$ cat config.mk
export PLATFORM = sky130hd
export DESIGN_NAME = mfp_ahb_arbiter
export DESIGN_NICKNAME = d
export VERILOG_FILES = /design/src/rtl/mfp_ahb_arbiter.sv
export SDC_FILE = /design/constraint.sdc
export NUM_CORES = 1
export LEC_CHECK = 0
export CORE_AREA = 2 2 85 87
export CTS_BUF_LIST = sky130_fd_sc_hd__clkbuf_4
export DETAILED_ROUTE_END_ITERATION = 12
export DIE_AREA = 0 0 87 89
export MAX_ROUTING_LAYER = met4
export PLACE_DENSITY = 0.87
export SLEW_MARGIN = 20
export SYNTH_ARGS = -nofsm -noshare
export SYNTH_HDL_FRONTEND = slang
export SYNTH_SLANG_ARGS = --single-unit
$ cat constraint.sdc
create_clock -name HCLK -period 2 [get_ports HCLK]
set_clock_uncertainty 0.1 [all_clocks]
set_input_delay 0.3 -clock HCLK [delete_from_list [all_inputs] [get_ports HCLK]]
set_output_delay 0.3 -clock HCLK [all_outputs]
set_load 0.02 [all_outputs]
$ cat src/rtl/mfp_ahb_arbiter.sv
// Two-master AHB arbiter: M0 (CPU) has priority, M1 (DMA) gets a forced grant
// after MAX_WAIT denied arbitration points. Ownership always rests with a master.
module mfp_ahb_arbiter #(
  parameter int unsigned MAX_WAIT = 8
) (
  input  logic        HCLK,
  input  logic        HRESETn,
  input  logic        HREADY,
  input  logic        M0_HBUSREQ,
  input  logic        M1_HBUSREQ,
  input  logic        M0_HLOCK,
  input  logic        M1_HLOCK,
  input  logic [31:0] M0_HADDR,
  input  logic [31:0] M1_HADDR,
  input  logic [1:0]  M0_HTRANS,
  input  logic [1:0]  M1_HTRANS,
  input  logic        M0_HWRITE,
  input  logic        M1_HWRITE,
  input  logic [2:0]  M0_HSIZE,
  input  logic [2:0]  M1_HSIZE,
  input  logic [31:0] M0_HWDATA,
  input  logic [31:0] M1_HWDATA,
  output logic [31:0] HADDR,
  output logic [1:0]  HTRANS,
  output logic        HWRITE,
  output logic [2:0]  HSIZE,
  output logic [31:0] HWDATA,
  output logic        HMASTLOCK,
  output logic        M0_HGRANT,
  output logic        M1_HGRANT,
  output logic        HMASTER
);

  typedef enum logic {OWN0, OWN1} owner_t;

  localparam logic [1:0] TR_IDLE   = 2'b00;
  localparam logic [1:0] TR_NONSEQ = 2'b10;
  localparam logic [7:0] MAX_W     = 8'(MAX_WAIT);

  owner_t      r_owner;
  logic        r_hmaster;
  logic        r_m0_grant;
  logic        r_m1_grant;
  logic        r_data_owner;
  logic [7:0]  r_wait_cnt;

  logic [1:0]  w_own_trans;
  logic        w_own_lock;
  logic        w_own_req;
  logic        w_arb;
  logic        w_m1_wins;

  assign w_own_trans = (r_owner == OWN1) ? M1_HTRANS  : M0_HTRANS;
  assign w_own_lock  = (r_owner == OWN1) ? M1_HLOCK   : M0_HLOCK;
  assign w_own_req   = (r_owner == OWN1) ? M1_HBUSREQ : M0_HBUSREQ;

  // Ownership may only move at a transfer boundary of an unlocked owner.
  assign w_arb = HREADY
              && ((w_own_trans == TR_IDLE) || (w_own_trans == TR_NONSEQ))
              && !(w_own_lock && w_own_req);

  assign w_m1_wins = M1_HBUSREQ && (!M0_HBUSREQ || (r_wait_cnt == MAX_W));

  always_ff @(posedge HCLK or negedge HRESETn) begin
    if (!HRESETn) begin
      r_owner      <= OWN0;
      r_hmaster    <= 1'b0;
      r_m0_grant   <= 1'b1;
      r_m1_grant   <= 1'b0;
      r_data_owner <= 1'b0;
      r_wait_cnt   <= '0;
    end else begin
      if (w_arb) begin
        r_owner    <= w_m1_wins ? OWN1 : OWN0;
        r_hmaster  <= w_m1_wins;
        r_m0_grant <= !w_m1_wins;
        r_m1_grant <= w_m1_wins;
      end
      if (HREADY)
        r_data_owner <= r_hmaster;
      // The counter only moves at arbitration points, so stalls and locks freeze it.
      if (!M1_HBUSREQ)
        r_wait_cnt <= '0;
      else if (w_arb) begin
        if (w_m1_wins)
          r_wait_cnt <= '0;
        else if (r_wait_cnt != MAX_W)
          r_wait_cnt <= r_wait_cnt + 8'd1;
      end
    end
  end

  assign HMASTER   = r_hmaster;
  assign M0_HGRANT = r_m0_grant;
  assign M1_HGRANT = r_m1_grant;

  assign HADDR     = r_hmaster ? M1_HADDR  : M0_HADDR;
  assign HTRANS    = r_hmaster ? M1_HTRANS : M0_HTRANS;
  assign HWRITE    = r_hmaster ? M1_HWRITE : M0_HWRITE;
  assign HSIZE     = r_hmaster ? M1_HSIZE  : M0_HSIZE;
  assign HMASTLOCK = r_hmaster ? M1_HLOCK  : M0_HLOCK;
  assign HWDATA    = r_data_owner ? M1_HWDATA : M0_HWDATA;

endmodule

* After elaboration in Yosys (flattened, before gate mapping)
Cells that the tools add are included.
Operators by class: multiplexer cells 14, div/mod/pow operators 0, $lt $le $gt $ge 0, reductions and logical operators 11, shift operators 0, equality and inequality tests 5, bitwise gates (word level) 0, add/subtract/negate cells 1, multipliers 0
Operators by type and width (count):
- 32-bit 2-to-1 mux | 2
- 8-bit 2-to-1 mux | 4
- 8-bit by 1-bit adder with 8-bit output (second input constant) | 1
- 8-bit by 4-bit == test with 1-bit output (second input constant) | 1
- 8-bit by 4-bit inequality test with 1-bit output (second input constant) | 1
- 1-bit 2-to-1 mux | 5
- 1-bit logical AND | 4
- 2-bit 2-to-1 mux | 2
- 1-bit zero test | 3
- 3-bit 2-to-1 mux | 1
- 3-bit by 1-bit inequality test with 1-bit output (second input constant) | 1
- 2-bit == test (second input constant) | 1
- 2-bit zero test | 1
- 1-bit logical OR | 2
- 2-bit by 1-bit inequality test with 1-bit output (second input constant) | 1
- 2-bit AND reduction | 1
Storage, ports and cells: memories 0, input port bits 147, bits in latches 0, RAM bits 0, output and inout bits 74, flip-flop bits (word level) 12, ROM bits 0

* Depth between registers and ports, before layout
depth in word-level cells 7, depth in mapped cells 6, gate-level depth less buffers 6

* Worst setup path after synthesis
OpenSTA, ideal clock, no wires.
path type register to register, from register r_owner, to register r_wait_cnt[5], arrival time 1.636 ns, clock period less this slack 1.818 ns, setup slack 0.182 ns, stages on the path, launching flop included 6, data required time 1.818 ns, cells stage by stage dfrtp_1 buf_6 mux2i_4 nand4_2 or4_1 a31oi_1
Between the ends: word-level cells in the longest chain between the ends 7, elaborated cells between the ends (all ways) 12, classes of those cells 2 x eq/ne; 3 x mux; 7 x reduce/logical
RTL lines:
- from (decl) | line 40 | owner_t r_owner;
- from (signal assigned) | line 74 | r_owner <= w_m1_wins ? OWN1 : OWN0;
- 2-bit 2-to-1 mux | line 53 | assign w_own_trans = (r_owner == OWN1) ? M1_HTRANS : M0_HTRANS;
- 2-bit == test or 2-bit zero test (tied branches) | line 59 | && ((w_own_trans == TR_IDLE) || (w_own_trans == TR_NONSEQ))
- 1-bit logical OR | line 59
- 1-bit logical AND | line 59
- 1-bit logical AND (*) | line 60 | && !(w_own_lock && w_own_req);
- 2-bit by 1-bit inequality test with 1-bit output (no source line) (*)
- 2-bit AND reduction (no source line) (*)
- to (signal assigned) | line 88 | r_wait_cnt <= r_wait_cnt + 8'd1;
- to (decl) | line 45 | logic [7:0] r_wait_cnt;
Every way passes the cells marked *; elsewhere a longest branch is shown, timed or not. A chain may end at the register's enable or synchronous reset.

==> out/metrics.yaml <==
logic_synthesis:
  synth-edff-count: 0
  synth_cell_types: 28
  async_reset_ff_share_pct: 100.0
  synthesis.area_um2: 1508
  synth.largest_area_cell: "mux2_2"
  ys_seq_area_share_pct: 18.34
  yosysWarnings: 0
  netlist_instances: 150
  syn_area_per_cell_um2: 10.05
  synth_common_cells: "mux2_2, nand2_1, dfrtp_1, nand3_1, clkbuf_1"
  synth_top_area_share_pct: 53.03
  synth_area_leaders: "mux2_2, dfrtp_1, nand3_1"
  yosysMostFrequentCell: "mux2_2"
  syn_nets: 299
  ys_seq_elements: 11
  synthFlopType: "dfrtp_1"
final_layout:
  seqCellArea_um2: 279.0
  nets: 521
  num-fill-cells: 563
  diodes: 0
  drive_gt1_share_pct: 25.07
  syn_to_final_growth_pct: 158.5
  multi_input_area_um2: 1169
power_and_ir_drop:
  p_per_area_nw_per_um2: 555.6
  p_comb_share_pct: 79.5
  p_int_mw: 1.292
  power_frac_seq_pct: 12.5
  switching_share_pct: 40.35
  p_switching_mw: 0.8737
  ir_drop_mv: 0.3892
  clkPwrFrac_pct: 8.0
  power.leakage_nw: 1.525
die:
  die_h_um: 89
  rows: 30
  die-area_um2: 7743
  die_w_um: 87
  ios: 221
  core_area_um2: 6719
  initial_utilization_pct: 22.44
clock_tree:
  cts_max_level: 1
  clock_sinks: 11
  cts_tree: "yes"
  numCtsBuffers: 3
  clk_latency_ps: 280
  cts-hold-fix-buffers: 0
  path_clk_slew_ps: 70
  root_buffer: "clkbuf_4"
  cts_buffer_depth: 2
timing:
  slew_violations: 0
  setup_viol: 0
  worst_hold_slack_ps: 252.6
  worst_slack_ps: 34.32
  post-route-period-util_pct: 98.28
  fmax_mhz: 508.7
  fin_crit_ps: 1966
  slew_headroom_pct: 66.36
  rsz0062_at_grt: "true"
  worst_pin_slew_ps: 503.0
  finalHoldViolCount: 0
detailed_routing:
  postRouteWirelength_mm: 7.643
  ant_nets: 0
  vias: 2144
  drt-pass1-iter-count: 4
  drt_iter0_drc: 28
  viasPerCell: 4.754
  routedWlPerCell_um: 16.95
  drc: 0
critical_path:
  path_cells: "clkbuf_16 -> mux2_2 -> dlygate4sd2_1"
  crit_buf_inv: 2
  rrSetupSlack_ps: 100
  rr_worst_depth: 5
  critPathTopFamily: "buffers and inverters"
  cpPeakStageDelay_ps: 440
  critPathArrivalTime_ps: 1570
  slowest_stage: "dfrtp_2"
  worstPathRequired_ps: 1600
  r2r-start: "r_owner$_DFFE_PN0P_"
  startpoint_type: "flip-flop"
  setup.worst_path.class: "flip-flop to primary output"
  crit_path_max_fanout: 13
  end_kind: "primary output"
  rr_endpoint: "r_wait_cnt[6]$_DFFE_PN0P_"
global_route:
  grt_pass1_vias: 2159
  grt_pass1_wl_mm: 10.43
  met3_usage_pct: 2.955
  grtUsageMet2_pct: 32.96
  track_usage_pct: 17.47
  grt_busiest_layer: "met2"
  gr-total-overflow: 0
  grt_antenna_before_repair: 0
  grt_max_degree: 34
  groute.layer.met1.usage_pct: 18.96
job:
  cap_violations: 0
status:
  outcome: "finished, final reports clean"
min_path:
  hold_path.class: "input port to async pin"
place:
  hpwl_mm: 6.388
  dpl_worst_slack_ps: -30.89
  io_buffer_count: 220
  routabilityCongestion: 0.8280
[logic make-up after synthesis]
family          after synthesis  synth area share [%]
compound gates               11                 6.142
buf+inv                      17                 5.062
mux                          72                 54.52
fa+ha+maj                     2                 1.659
simple gates                 37                 14.27
flops                        11                 18.34
[placed cells by master, fill, tap and decap left out, types with 2 or more instances in the layout]
cell and count:
clkdlybuf4s15_1 41, buf_4 4, or4_1 3, inv_1 5, buf_12 3, clkdlybuf4s50_1 149
clkbuf_16 2, ha_1 2, o311ai_0 2, nand2_1 11, dfrtp_2 2, nand3_1 10
nand3b_1 3, clkbuf_4 4, mux2_2 71, or3_1 3, dfrtp_1 8, dlygate4sd2_1 29
a31oi_1 3, and4_1 2, and3_1 2
[timing repair]
action	CTS	global route
gates cloned	0	2
endpoints found under the hold margin	0	0
gates resized for setup	71	46
pin swaps	0	4
setup buffers	0	0
endpoints found under the setup margin	71	25
[layout make-up]
class | count | area share, %
multi-input cells | 122 | 29.98
flip-flops and latches | 11 | 7.159
clock buffers | 4 | 0.7705
inverters | 5 | 0.4815
repair buffers | 229 | 59.04
well taps | 80 | 2.568
[worst max-delay path by stage]
| stage | to | cells past startpoint | slack (ps) | startpoint |
|---|---|---|---|---|
| global placement | HMASTLOCK | 3 | 20 | M1_HLOCK |
| CTS | HSIZE[0] | 3 | 20 | r_owner$_DFFE_PN0P_ |
| finish | HADDR[25] | 3 | 30 | r_owner$_DFFE_PN0P_ |
| global route | HWDATA[7] | 3 | 2 | r_data_owner$_DFFE_PN0P_ |
| detailed placement | r_wait_cnt[6]$_DFFE_PN0P_ | 5 | -30 | M1_HTRANS[0] |
| floorplan | r_wait_cnt[5]$_DFFE_PN0P_ | 5 | 180 | r_owner$_DFFE_PN0P_ |
[sequential cells by signal, indices dropped and copies added (netlist names)]
| register | flops |
|---|---|
| r_data_owner | 1 |
| M0_HGRANT | 1 |
| r_wait_cnt | 8 |
| r_owner | 1 |
[power by group through the flow]
stage	logic, mW	registers [mW]	clock network, mW
after floorplan	0.896	0.268	0
after global placement	1.80	0.264	0
after detailed placement	1.82	0.264	0
after CTS	1.64	0.261	0.173
after global routing	1.81	0.274	0.183
final	1.72	0.271	0.173
[through the flow]
stage                     total power, mW  TNS [ps]  area, um2  std cells  util (%)
after CTS                           2.071         0       3785        449     56.33
final                               2.165         0       3897        451     58.01
after floorplan                     1.164         0       1508        150         -
after global placement              2.065         0       3844        445     57.21
after global routing                2.268         0       3897        451     58.01
after detailed placement            2.083    -36.45       3844        445     57.21
[worst register-to-register path, stage by stage, from the launching register on]
cell and delay (ps):
dfrtp_2 440, buf_12 170, mux2i_4 290, nand4_4 150, or4_1 530, a31oi_1 150
[routing by layer]
metal  part of all wire [%]  wire length (um)
met5                      0                 0
met4                    1.5               114
met1                     36              2731
met2                     54              4163
met3                    8.3               633
Note: power is estimated with default switching activity, not from simulation.
